<file path="config.mk">
export PLATFORM = sky130hd
export DESIGN_NAME = fibo_wb_master
export DESIGN_NICKNAME = d
export VERILOG_FILES = /design/src/rtl/fibo_wb_pkg.sv /design/src/rtl/fibo_wb_timer.sv /design/src/rtl/fibo_wb_master.sv
export SDC_FILE = /design/constraint.sdc
export NUM_CORES = 1
export LEC_CHECK = 0
export CORE_ASPECT_RATIO = 1.2
export CORE_UTILIZATION = 40
export CTS_CLUSTER_SIZE = 10
export DETAILED_ROUTE_END_ITERATION = 10
export PLACE_DENSITY = 0.76
export SLEW_MARGIN = 0
export SYNTH_ARGS = -nofsm -noshare
export SYNTH_HDL_FRONTEND = slang
export SYNTH_SLANG_ARGS = --single-unit
</file>
<file path="constraint.sdc">
create_clock -name wb_clk_i -period 1.8 [get_ports wb_clk_i]
set_input_delay 0.18 -clock wb_clk_i [delete_from_list [all_inputs] [get_ports wb_clk_i]]
set_output_delay 0.18 -clock wb_clk_i [all_outputs]
set_load 0.02 [all_outputs]
</file>
<file path="src/rtl/fibo_wb_pkg.sv">
// fibo_wb_pkg
// Shared definitions for the Fibonacci Wishbone initiator:
//   - byte offsets of the Fibonacci wrapper register block
//   - wrapper identification and ack-level constants
//   - initiator FSM state encoding
//   - helper to form an absolute register address
package fibo_wb_pkg;

  localparam logic [31:0] CTRL_GET_NR_OFS  = 32'h0000_0000;
  localparam logic [31:0] CTRL_GET_ID_OFS  = 32'h0000_0004;
  localparam logic [31:0] CTRL_SET_IRQ_OFS = 32'h0000_0008;
  localparam logic [31:0] FIBO_ON_OFS      = 32'h0000_000C;
  localparam logic [31:0] FIBO_OFF_OFS     = 32'h0000_0010;
  localparam logic [31:0] FIBO_VAL_OFS     = 32'h0000_0014;
  localparam logic [31:0] CTRL_WRITE_OFS   = 32'h0000_0018;
  localparam logic [31:0] CTRL_READ_OFS    = 32'h0000_001C;
  localparam logic [31:0] CTRL_PANIC_OFS   = 32'h0000_0020;

  localparam logic [31:0] CTRL_ID = 32'h4669_626f;  // "Fibo"
  localparam logic        ACK_OK  = 1'b1;
  localparam logic        ACK_OFF = 1'b0;

  typedef enum logic [1:0] {
    ST_IDLE = 2'd0,
    ST_BUS  = 2'd1,
    ST_RESP = 2'd2
  } fibo_wb_state_e;

  function automatic logic [31:0] fibo_reg_addr(input logic [31:0] base,
                                                input logic [31:0] ofs);
    return base + ofs;
  endfunction

endpackage

</file>
<file path="src/rtl/fibo_wb_timer.sv">
// fibo_wb_timer
// Saturating up-counter with synchronous clear and count enable. tc_o is high
// while the count equals LIMIT; the counter holds there until cleared.
// Ports:
//   clk_i   clock
//   rst_ni  asynchronous active-low reset (count -> 0)
//   clr_i   synchronous clear, wins over en_i
//   en_i    count enable
//   tc_o    terminal count reached (count == LIMIT)
module fibo_wb_timer
  import fibo_wb_pkg::*;
#(
  parameter int unsigned LIMIT = 1
) (
  input  logic clk_i,
  input  logic rst_ni,
  input  logic clr_i,
  input  logic en_i,
  output logic tc_o
);

  localparam int W = (LIMIT == 0) ? 1 : $clog2(LIMIT + 1);
  localparam logic [W-1:0] LIMIT_W = W'(LIMIT);

  logic [W-1:0] cnt_q;

  assign tc_o = (cnt_q == LIMIT_W);

  always_ff @(posedge clk_i or negedge rst_ni) begin
    if (!rst_ni) begin
      cnt_q <= '0;
    end else if (clr_i) begin
      cnt_q <= '0;
    end else if (en_i && !tc_o) begin
      cnt_q <= cnt_q + W'(1);
    end
  end

endmodule

</file>
<file path="src/rtl/fibo_wb_master.sv">
// fibo_wb_master
// Wishbone classic single-transfer initiator for the Fibonacci register block.
// Runs one bus cycle per accepted command and returns data or a timeout error.
// When enabled, an autonomous poll engine reads the Fibonacci value register
// after POLL_PERIOD idle cycles and publishes bits [29:0] of the result.
// Ports:
//   wb_clk_i, wb_rst_ni                  clock, async active-low reset
//   cmd_valid_i/cmd_ready_o              command handshake (ready only in IDLE)
//   cmd_we_i, cmd_sel_i, cmd_adr_i, cmd_dat_i  command fields
//   rsp_valid_o, rsp_err_o, rsp_dat_o    response pulse, timeout flag, read data
//   poll_en_i, poll_update_o, poll_value_o    poll engine control and result
//   wbm_*                                Wishbone master interface
//
// state   | meaning
// --------+-------------------------------------------------------------
// ST_IDLE | ready for a command; poll timer runs while poll_en_i is high
// ST_BUS  | cyc/stb asserted, waiting for ack or timeout
// ST_RESP | one-cycle response / poll-update window, then back to IDLE
module fibo_wb_master
  import fibo_wb_pkg::*;
#(
  parameter logic [31:0] BASE_ADDRESS   = 32'h0300_0000,
  parameter int unsigned TIMEOUT_CYCLES = 255,
  parameter int unsigned POLL_PERIOD    = 1024
) (
  input  logic        wb_clk_i,
  input  logic        wb_rst_ni,
  input  logic        cmd_valid_i,
  output logic        cmd_ready_o,
  input  logic        cmd_we_i,
  input  logic [3:0]  cmd_sel_i,
  input  logic [31:0] cmd_adr_i,
  input  logic [31:0] cmd_dat_i,
  output logic        rsp_valid_o,
  output logic        rsp_err_o,
  output logic [31:0] rsp_dat_o,
  input  logic        poll_en_i,
  output logic        poll_update_o,
  output logic [29:0] poll_value_o,
  output logic        wbm_cyc_o,
  output logic        wbm_stb_o,
  output logic        wbm_we_o,
  output logic [3:0]  wbm_sel_o,
  output logic [31:0] wbm_adr_o,
  output logic [31:0] wbm_dat_o,
  input  logic        wbm_ack_i,
  input  logic [31:0] wbm_dat_i
);

  localparam logic [31:0] POLL_ADR   = fibo_reg_addr(BASE_ADDRESS, FIBO_VAL_OFS);
  localparam int unsigned POLL_LIMIT = (POLL_PERIOD > 0) ? POLL_PERIOD - 1 : 0;
  localparam int unsigned TO_LIMIT   = (TIMEOUT_CYCLES > 0) ? TIMEOUT_CYCLES - 1 : 0;
  localparam logic        TO_EN      = (TIMEOUT_CYCLES != 0);

  fibo_wb_state_e state_q;

  logic        cmd_ready_q;
  logic        cyc_q;
  logic        we_q;
  logic [3:0]  sel_q;
  logic [31:0] adr_q;
  logic [31:0] dat_q;
  logic        is_poll_q;
  logic        rsp_valid_q;
  logic        rsp_err_q;
  logic [31:0] rsp_dat_q;
  logic        poll_update_q;
  logic [29:0] poll_value_q;

  logic cmd_accept;
  logic poll_issue;
  logic poll_tc;
  logic to_tc;
  logic timeout;

  // cmd_ready_q is the registered form of "state is IDLE"; it is low only in
  // the first IDLE cycle after reset.
  assign cmd_accept = (state_q == ST_IDLE) && cmd_ready_q && cmd_valid_i;
  assign poll_issue = (state_q == ST_IDLE) && cmd_ready_q && !cmd_valid_i
                      && poll_en_i && poll_tc;

  // Poll timer only advances on idle cycles; it stays saturated while a
  // command that pre-empted it is on the bus, so the poll follows at once.
  fibo_wb_timer #(.LIMIT(POLL_LIMIT)) u_poll_timer (
    .clk_i  (wb_clk_i),
    .rst_ni (wb_rst_ni),
    .clr_i  (!poll_en_i || poll_issue),
    .en_i   (poll_en_i && (state_q == ST_IDLE)),
    .tc_o   (poll_tc)
  );

  fibo_wb_timer #(.LIMIT(TO_LIMIT)) u_ack_timer (
    .clk_i  (wb_clk_i),
    .rst_ni (wb_rst_ni),
    .clr_i  (state_q != ST_BUS),
    .en_i   (state_q == ST_BUS),
    .tc_o   (to_tc)
  );

  // An ack in the expiry cycle takes precedence over the timeout.
  assign timeout = TO_EN && to_tc && !wbm_ack_i;

  always_ff @(posedge wb_clk_i or negedge wb_rst_ni) begin
    if (!wb_rst_ni) begin
      state_q       <= ST_IDLE;
      cmd_ready_q   <= 1'b0;
      cyc_q         <= 1'b0;
      we_q          <= 1'b0;
      sel_q         <= '0;
      adr_q         <= '0;
      dat_q         <= '0;
      is_poll_q     <= 1'b0;
      rsp_valid_q   <= 1'b0;
      rsp_err_q     <= 1'b0;
      rsp_dat_q     <= '0;
      poll_update_q <= 1'b0;
      poll_value_q  <= '0;
    end else begin
      unique case (state_q)
        ST_IDLE: begin
          if (cmd_accept) begin
            we_q        <= cmd_we_i;
            sel_q       <= cmd_sel_i;
            adr_q       <= cmd_adr_i;
            dat_q       <= cmd_dat_i;
            is_poll_q   <= 1'b0;
            cyc_q       <= 1'b1;
            cmd_ready_q <= 1'b0;
            state_q     <= ST_BUS;
          end else if (poll_issue) begin
            we_q        <= 1'b0;
            sel_q       <= 4'hF;
            adr_q       <= POLL_ADR;
            dat_q       <= '0;
            is_poll_q   <= 1'b1;
            cyc_q       <= 1'b1;
            cmd_ready_q <= 1'b0;
            state_q     <= ST_BUS;
          end else begin
            cmd_ready_q <= 1'b1;
          end
        end

        // Response outputs are loaded on the BUS->RESP edge so that the
        // pulses coincide with the RESP cycle.
        ST_BUS: begin
          if (wbm_ack_i) begin
            cyc_q   <= 1'b0;
            state_q <= ST_RESP;
            if (is_poll_q) begin
              poll_value_q  <= wbm_dat_i[29:0];
              poll_update_q <= 1'b1;
            end else begin
              rsp_valid_q <= 1'b1;
              rsp_err_q   <= 1'b0;
              rsp_dat_q   <= we_q ? 32'h0 : wbm_dat_i;
            end
          end else if (timeout) begin
            cyc_q   <= 1'b0;
            state_q <= ST_RESP;
            if (!is_poll_q) begin
              rsp_valid_q <= 1'b1;
              rsp_err_q   <= 1'b1;
              rsp_dat_q   <= 32'h0;
            end
          end
        end

        ST_RESP: begin
          rsp_valid_q   <= 1'b0;
          poll_update_q <= 1'b0;
          cmd_ready_q   <= 1'b1;
          state_q       <= ST_IDLE;
        end

        default: begin
          cyc_q   <= 1'b0;
          state_q <= ST_IDLE;
        end
      endcase
    end
  end

  assign cmd_ready_o   = cmd_ready_q;
  assign rsp_valid_o   = rsp_valid_q;
  assign rsp_err_o     = rsp_err_q;
  assign rsp_dat_o     = rsp_dat_q;
  assign poll_update_o = poll_update_q;
  assign poll_value_o  = poll_value_q;
  assign wbm_cyc_o     = cyc_q;
  assign wbm_stb_o     = cyc_q;
  assign wbm_we_o      = we_q;
  assign wbm_sel_o     = sel_q;
  assign wbm_adr_o     = adr_q;
  assign wbm_dat_o     = dat_q;

endmodule

</file>
* Word level (Yosys, flattened, before mapping)
Cells that the tools add are included.
Operators by class: multiply operators 0, div/mod/pow operators 0, reductions and logical operators 29, equal/unequal tests 9, add/sub/neg operators 2, shift-type cells 0, bitwise logic cells 2, order comparisons 0, mux-type cells 42
Operators with widths (count):
- 32-bit 2-to-1 mux | 9
- 10-bit 2-to-1 mux | 2
- 1-bit 2-to-1 mux | 18
- 8-bit 2-to-1 mux | 2
- 3-bit AND reduction | 4
- 2-bit nonzero test | 6
- 10-bit by 1-bit adder with 10-bit output (second input constant) | 1
- 10-bit equality test (second input constant) | 1
- 1-bit logical AND | 9
- 8-bit by 1-bit adder with 8-bit output (second input constant) | 1
- 8-bit equality test (second input constant) | 1
- 2-bit 2-to-1 mux | 4
- 4-bit 2-to-1 mux | 2
- 3-bit inequality test (second input constant) | 2
- 1-bit case mux with 2 select lines | 3
- 2-bit AND reduction | 3
- 1-bit zero test | 5
- 2-bit inequality test (second input constant) | 2
- 2-bit case mux with 2 select lines | 1
- 1-bit case mux with 3 select lines | 1
- 2-bit by 1-bit equality test with 1-bit output (second input constant) | 1
- 2-bit equality test (second input constant) | 1
- 2-bit zero test | 1
- 2-bit by 1-bit inequality test with 1-bit output (second input constant) | 1
- 2 further kinds | 3
Storage, ports and cells: output and inout port bits 137, memories 0, bits in latches 0, flip-flop bits (word level) 157, word-level logic and storage cells 99, RAM bits 0, ROM bits 0, input bits 106

* Depth between registers and ports, before layout
depth after elaboration 8, mapped depth 8, depth with buffers taken out 6

* Cells and area by module
A second synthesis with hierarchy kept.
Unflattened totals: cell total of the unflattened synthesis 518, area, all modules 6512.5 um^2
By module, submodules not included:
- fibo_wb_master | area each 5452.7 um^2, seq. area each 3478.3 um^2, times used 1, cells an instance 407
- fibo_wb_timer (u_poll_timer) | area each 540.5 um^2, seq. area each 250.2 um^2, times used 1, cells an instance 57
- fibo_wb_timer (u_ack_timer) | area each 519.2 um^2, seq. area each 200.2 um^2, times used 1, cells an instance 54

* Least setup slack after synthesis
No wires, ideal clock.
kind reg2reg, start register state_q[0], end register cyc_q, in the netlist wbm_cyc_o, buffers on the path 1, library setup time 66 ps, period minus slack after synthesis 1839 ps, stages on the path, launching flop included 8, path slack -39 ps, data arrival time 1773 ps, required time 1734 ps, path through dfrtp_1 > inv_1 > ha_1 > buf_2 > nand3_1 > or4_4 > a221oi_2 > o2bb2a_1
On the way: longest elaborated chain between the ends 7, elaborated cells between the ends (all ways) 14, those cells by class 4 x eq/ne; 2 x mux; 1 x bitwise; 7 x reduce/logical
Ends and longest elaborated chain:
- from (decl) | RTL line fibo_wb_master.sv:55 | fibo_wb_state_e state_q;
- from (signal assigned) | RTL line fibo_wb_master.sv:105 | state_q <= ST_IDLE;
- from (signal assigned) | RTL line fibo_wb_master.sv:129 | state_q <= ST_BUS;
- from (signal assigned) | RTL line fibo_wb_master.sv:138 | state_q <= ST_BUS;
- 2-bit zero test | RTL line fibo_wb_master.sv:78, fibo_wb_master.sv:79, fibo_wb_master.sv:119
- 1-bit logical AND | RTL line fibo_wb_master.sv:78, fibo_wb_master.sv:79
- 1-bit logical AND | RTL line fibo_wb_master.sv:79 | assign poll_issue = (state_q == ST_IDLE) && cmd_ready_q && !cmd_valid_i
- 1-bit logical AND (2 in a row) | RTL line fibo_wb_master.sv:80 | && poll_en_i && poll_tc;
- 3-bit inequality test (no source line)
- 3-bit AND reduction (no source line)
- to (signal assigned) | RTL line fibo_wb_master.sv:107 | cyc_q <= 1'b0;
- to (signal assigned) | RTL line fibo_wb_master.sv:127 | cyc_q <= 1'b1;
- to (signal assigned) | RTL line fibo_wb_master.sv:136 | cyc_q <= 1'b1;
- to (decl) | RTL line fibo_wb_master.sv:58 | logic cyc_q;
Several ways; a longest one is shown, not always the timed one. A chain may end at the register's enable or synchronous reset.

* Worst setup path in the final report
start register state_q[1], end register cyc_q, in the netlist wbm_cyc_o
The elaborated chain is that of the path after synthesis.

==> metrics <==
vias in the first global route=5260; syn avg cell area=12.8 sq um; Clock Power Share=21.4%; pin count of the biggest net entering global routing=56; leakage power figure=4.39 nW; mapped cell area=6370 sq um; Initial Util=40.9%; sequential share of power=33.7%; hold slack=0.280 ns; synth warn=0; DR pass1 iterations=4; initial antenna violation count=0; EDFF count, synth=0; area of the core=15600 sq um; Slew Viols, Final=0; R2R Setup Slk=0.05 ns; CP endpoint kind=flop; grt total ovfl=0; RSZ-0062 raised after global routing=no; number of nets in the layout=884; Comb pwr share=45.0%; Bufs on Longest Clock Path=2; Slew headroom=66.7%; post-synth net total=612; final core occ=63.9%; status=completed; routability-driven placement congestion ratio=0.808; CTS Sinks=157; placed cell count=956; Die W=117 um; Max VDD drop=1080 uV; first-pass GRT wire length=26800 um; Die H=140 um; final hold violation count=0; Yosys top cell by area=dfrtp_1; final worst slack=0.0452 ns; HP Class=input pin to asynchronous set/reset pin; # Max-Cap Violations=0; register bit total from synthesis=157; clk_skew=0.0121 ns; Worst Setup SP=state_q[1]; Setup TNS Final=0 ns; power density over the cells=1700 nW/um^2; critical path class=flop to flop; post-synthesis sequential area ratio=61.6%; fillcell total=1188; Rows=50; Int Pwr=10.8 mW; Antenna Nets Post-Route=0; Post-synth top flop=dfrtp_1; ANT cells=0; worst r2r src=state_q[1]; layout cells sized above 1=15.8%; H-tree lvl count=4; Reg2Reg Depth=6; Post-DP HPWL=12700 um; clock tree from TritonCTS=done; Fmax=0.570 GHz; switching power=6.08 mW; top-count cell post-synth=dfrtp_1; Reg clk slew, reported paths=0.07 ns; Placement Cell Area=9270 sq um; Sw Share=36.1%; Iteration-0 DRC Markers=249; Routed WL=17100 um; Vias/cell=5.03; Finish-stage setup viols=0; Die ar.=16400 sq um; top cell type's share of synthesized area=61.6%; crit path to=wbm_cyc_o; Synth cell types=46; required time of the critical path=2.15 ns; reg2reg end=wbm_cyc_o; CTS Buf Count=17; WL/cell=17.3 um; Area Overhead vs Synth=56.1%; top post-synthesis cells by count=dfrtp_1 (157), a22o_1 (61), nand2_1 (40), inv_1 (38), mux2i_1 (33); CP Max Fanout=4; Total GRT Usage=21.3%; Port Buffers=242; Mapped Cells=499; cell area after layout=9950 sq um; min cycle time layout=1.75 ns; WP data arrival=2.10 ns; vias=4985; synth top area cells=dfrtp_1 (62%), a22o_1 (8.4%), mux2_2 (5.5%); Layout Cells excl Fill=992; startpoint types=flop; Top Ports=243; async set-reset flop share out of synthesis=100%; worst slack, placed=-0.0778 ns; worst slew pin tran=0.487 ns; # DRC=0; total power draw=16.9 mW; Root Driver=clkbuf_16; Clk Latency, worst-skew pair=0.42 ns; period utilization=97.5%
==> cell families (layout without fill, tap and decap cells) <==
group | count (synthesis) | count (layout) | synth area share (%)
xor+xnor | 8 | 8 | 1.10
flops | 157 | 157 | 61.6
buf+inv | 67 | 352 | 4.57
compound gates | 107 | 107 | 13.7
simple gates | 89 | 89 | 6.99
mux | 64 | 64 | 10.7
fa+ha+maj | 7 | 7 | 1.37
==> sequential cells by signal (all words and copies together), names as in the netlist <==
| register | count |
|---|---|
| cmd_ready_o | 1 |
| is_poll_q | 1 |
| poll_update_o | 1 |
| poll_value_o | 30 |
| rsp_dat_o | 32 |
| rsp_err_o | 1 |
| rsp_valid_o | 1 |
| state_q | 2 |
| u_ack_timer.cnt_q | 8 |
| u_poll_timer.cnt_q | 10 |
| wbm_adr_o | 32 |
| wbm_cyc_o | 1 |
| wbm_dat_o | 32 |
| wbm_sel_o | 4 |
| wbm_we_o | 1 |
==> layout make-up <==
type	instances	area, sq um	area share (%)
Sequential cell	157	3930	39.5
Inverter	38	143	1.43
Clock inverter	15	171	1.72
Tap cell	208	260	2.62
Clock buffer	17	425	4.28
Timing Repair Buffer	282	2800	28.2
Multi-Input combinational cell	275	2210	22.3
==> cell usage in the layout, fill, tap and decap left out, types with 3 or more instances in the layout <==
| cell type | n |
|---|---|
| inv_1 | 36 |
| o21ai_0 | 6 |
| o22a_1 | 8 |
| ha_1 | 4 |
| mux2_2 | 31 |
| buf_12 | 6 |
| or3_1 | 3 |
| clkbuf_16 | 17 |
| nor3_1 | 3 |
| a21boi_0 | 3 |
| nand4_1 | 3 |
| dfrtp_1 | 155 |
| inv_8 | 6 |
| nand3_1 | 8 |
| buf_4 | 33 |
| a21oi_1 | 8 |
| inv_6 | 4 |
| a22o_1 | 61 |
| xnor2_1 | 7 |
| mux2i_1 | 33 |
| and2_1 | 6 |
| nor2_1 | 8 |
| clkdlybuf4s50_1 | 241 |
| a31oi_1 | 3 |
| clkinvlp_4 | 3 |
| nand2_1 | 39 |
| o31ai_1 | 3 |
| a211oi_1 | 3 |
==> worst min path at each step <==
stage | startpoint | endpoint | slack [ns] | cells past startpoint
after floorplan | wb_rst_ni | cmd_ready_o | -0.12 | 0
after global placement | wb_rst_ni | poll_value_o[9] | 0.13 | 1
after detailed placement | wb_rst_ni | poll_value_o[16] | 0.14 | 1
after CTS | wb_rst_ni | wbm_dat_o[15] | 0.28 | 2
after global routing | wb_rst_ni | wbm_dat_o[15] | 0.31 | 2
final | wb_rst_ni | poll_value_o[17] | 0.28 | 2
==> per-layer routing <==
layer  vias to the layer above  GRT usage, %  part of all wire, %
li1                       2321             -                    -
met3                        24          5.97                  6.9
met1                      2424          24.9                   40
met4                         0          7.20                  2.1
met5                         -             0                    0
met2                       216          37.1                   51
==> power groups by stage <==
stage / Clock, mW / Sequential (mW) / Combinational (mW)
final: 3.60 / 5.68 / 7.58
after global routing: 3.84 / 5.84 / 8.09
after CTS: 3.68 / 5.69 / 7.64
after detailed placement: 0 / 5.69 / 7.52
after global placement: 0 / 5.68 / 7.30
after floorplan: 0 / 7.13 / 2.22
==> critical path: stages, from the launching register on <==
cell	delay, ns
dfrtp_1	0.40
inv_2	0.09
ha_4	0.15
nand3_4	0.08
or4_4	0.48
a221oi_2	0.30
o2bb2a_2	0.18
==> what timing repair did <==
action	in CTS	in global routing
pin swaps	3	1
resized for setup	10	5
endpoints found under the setup margin	37	46
hold buffers	1	0
hold endpoints to repair	39	0
setup buffers	3	0
No activity file was read; power rests on OpenSTA's default activity.
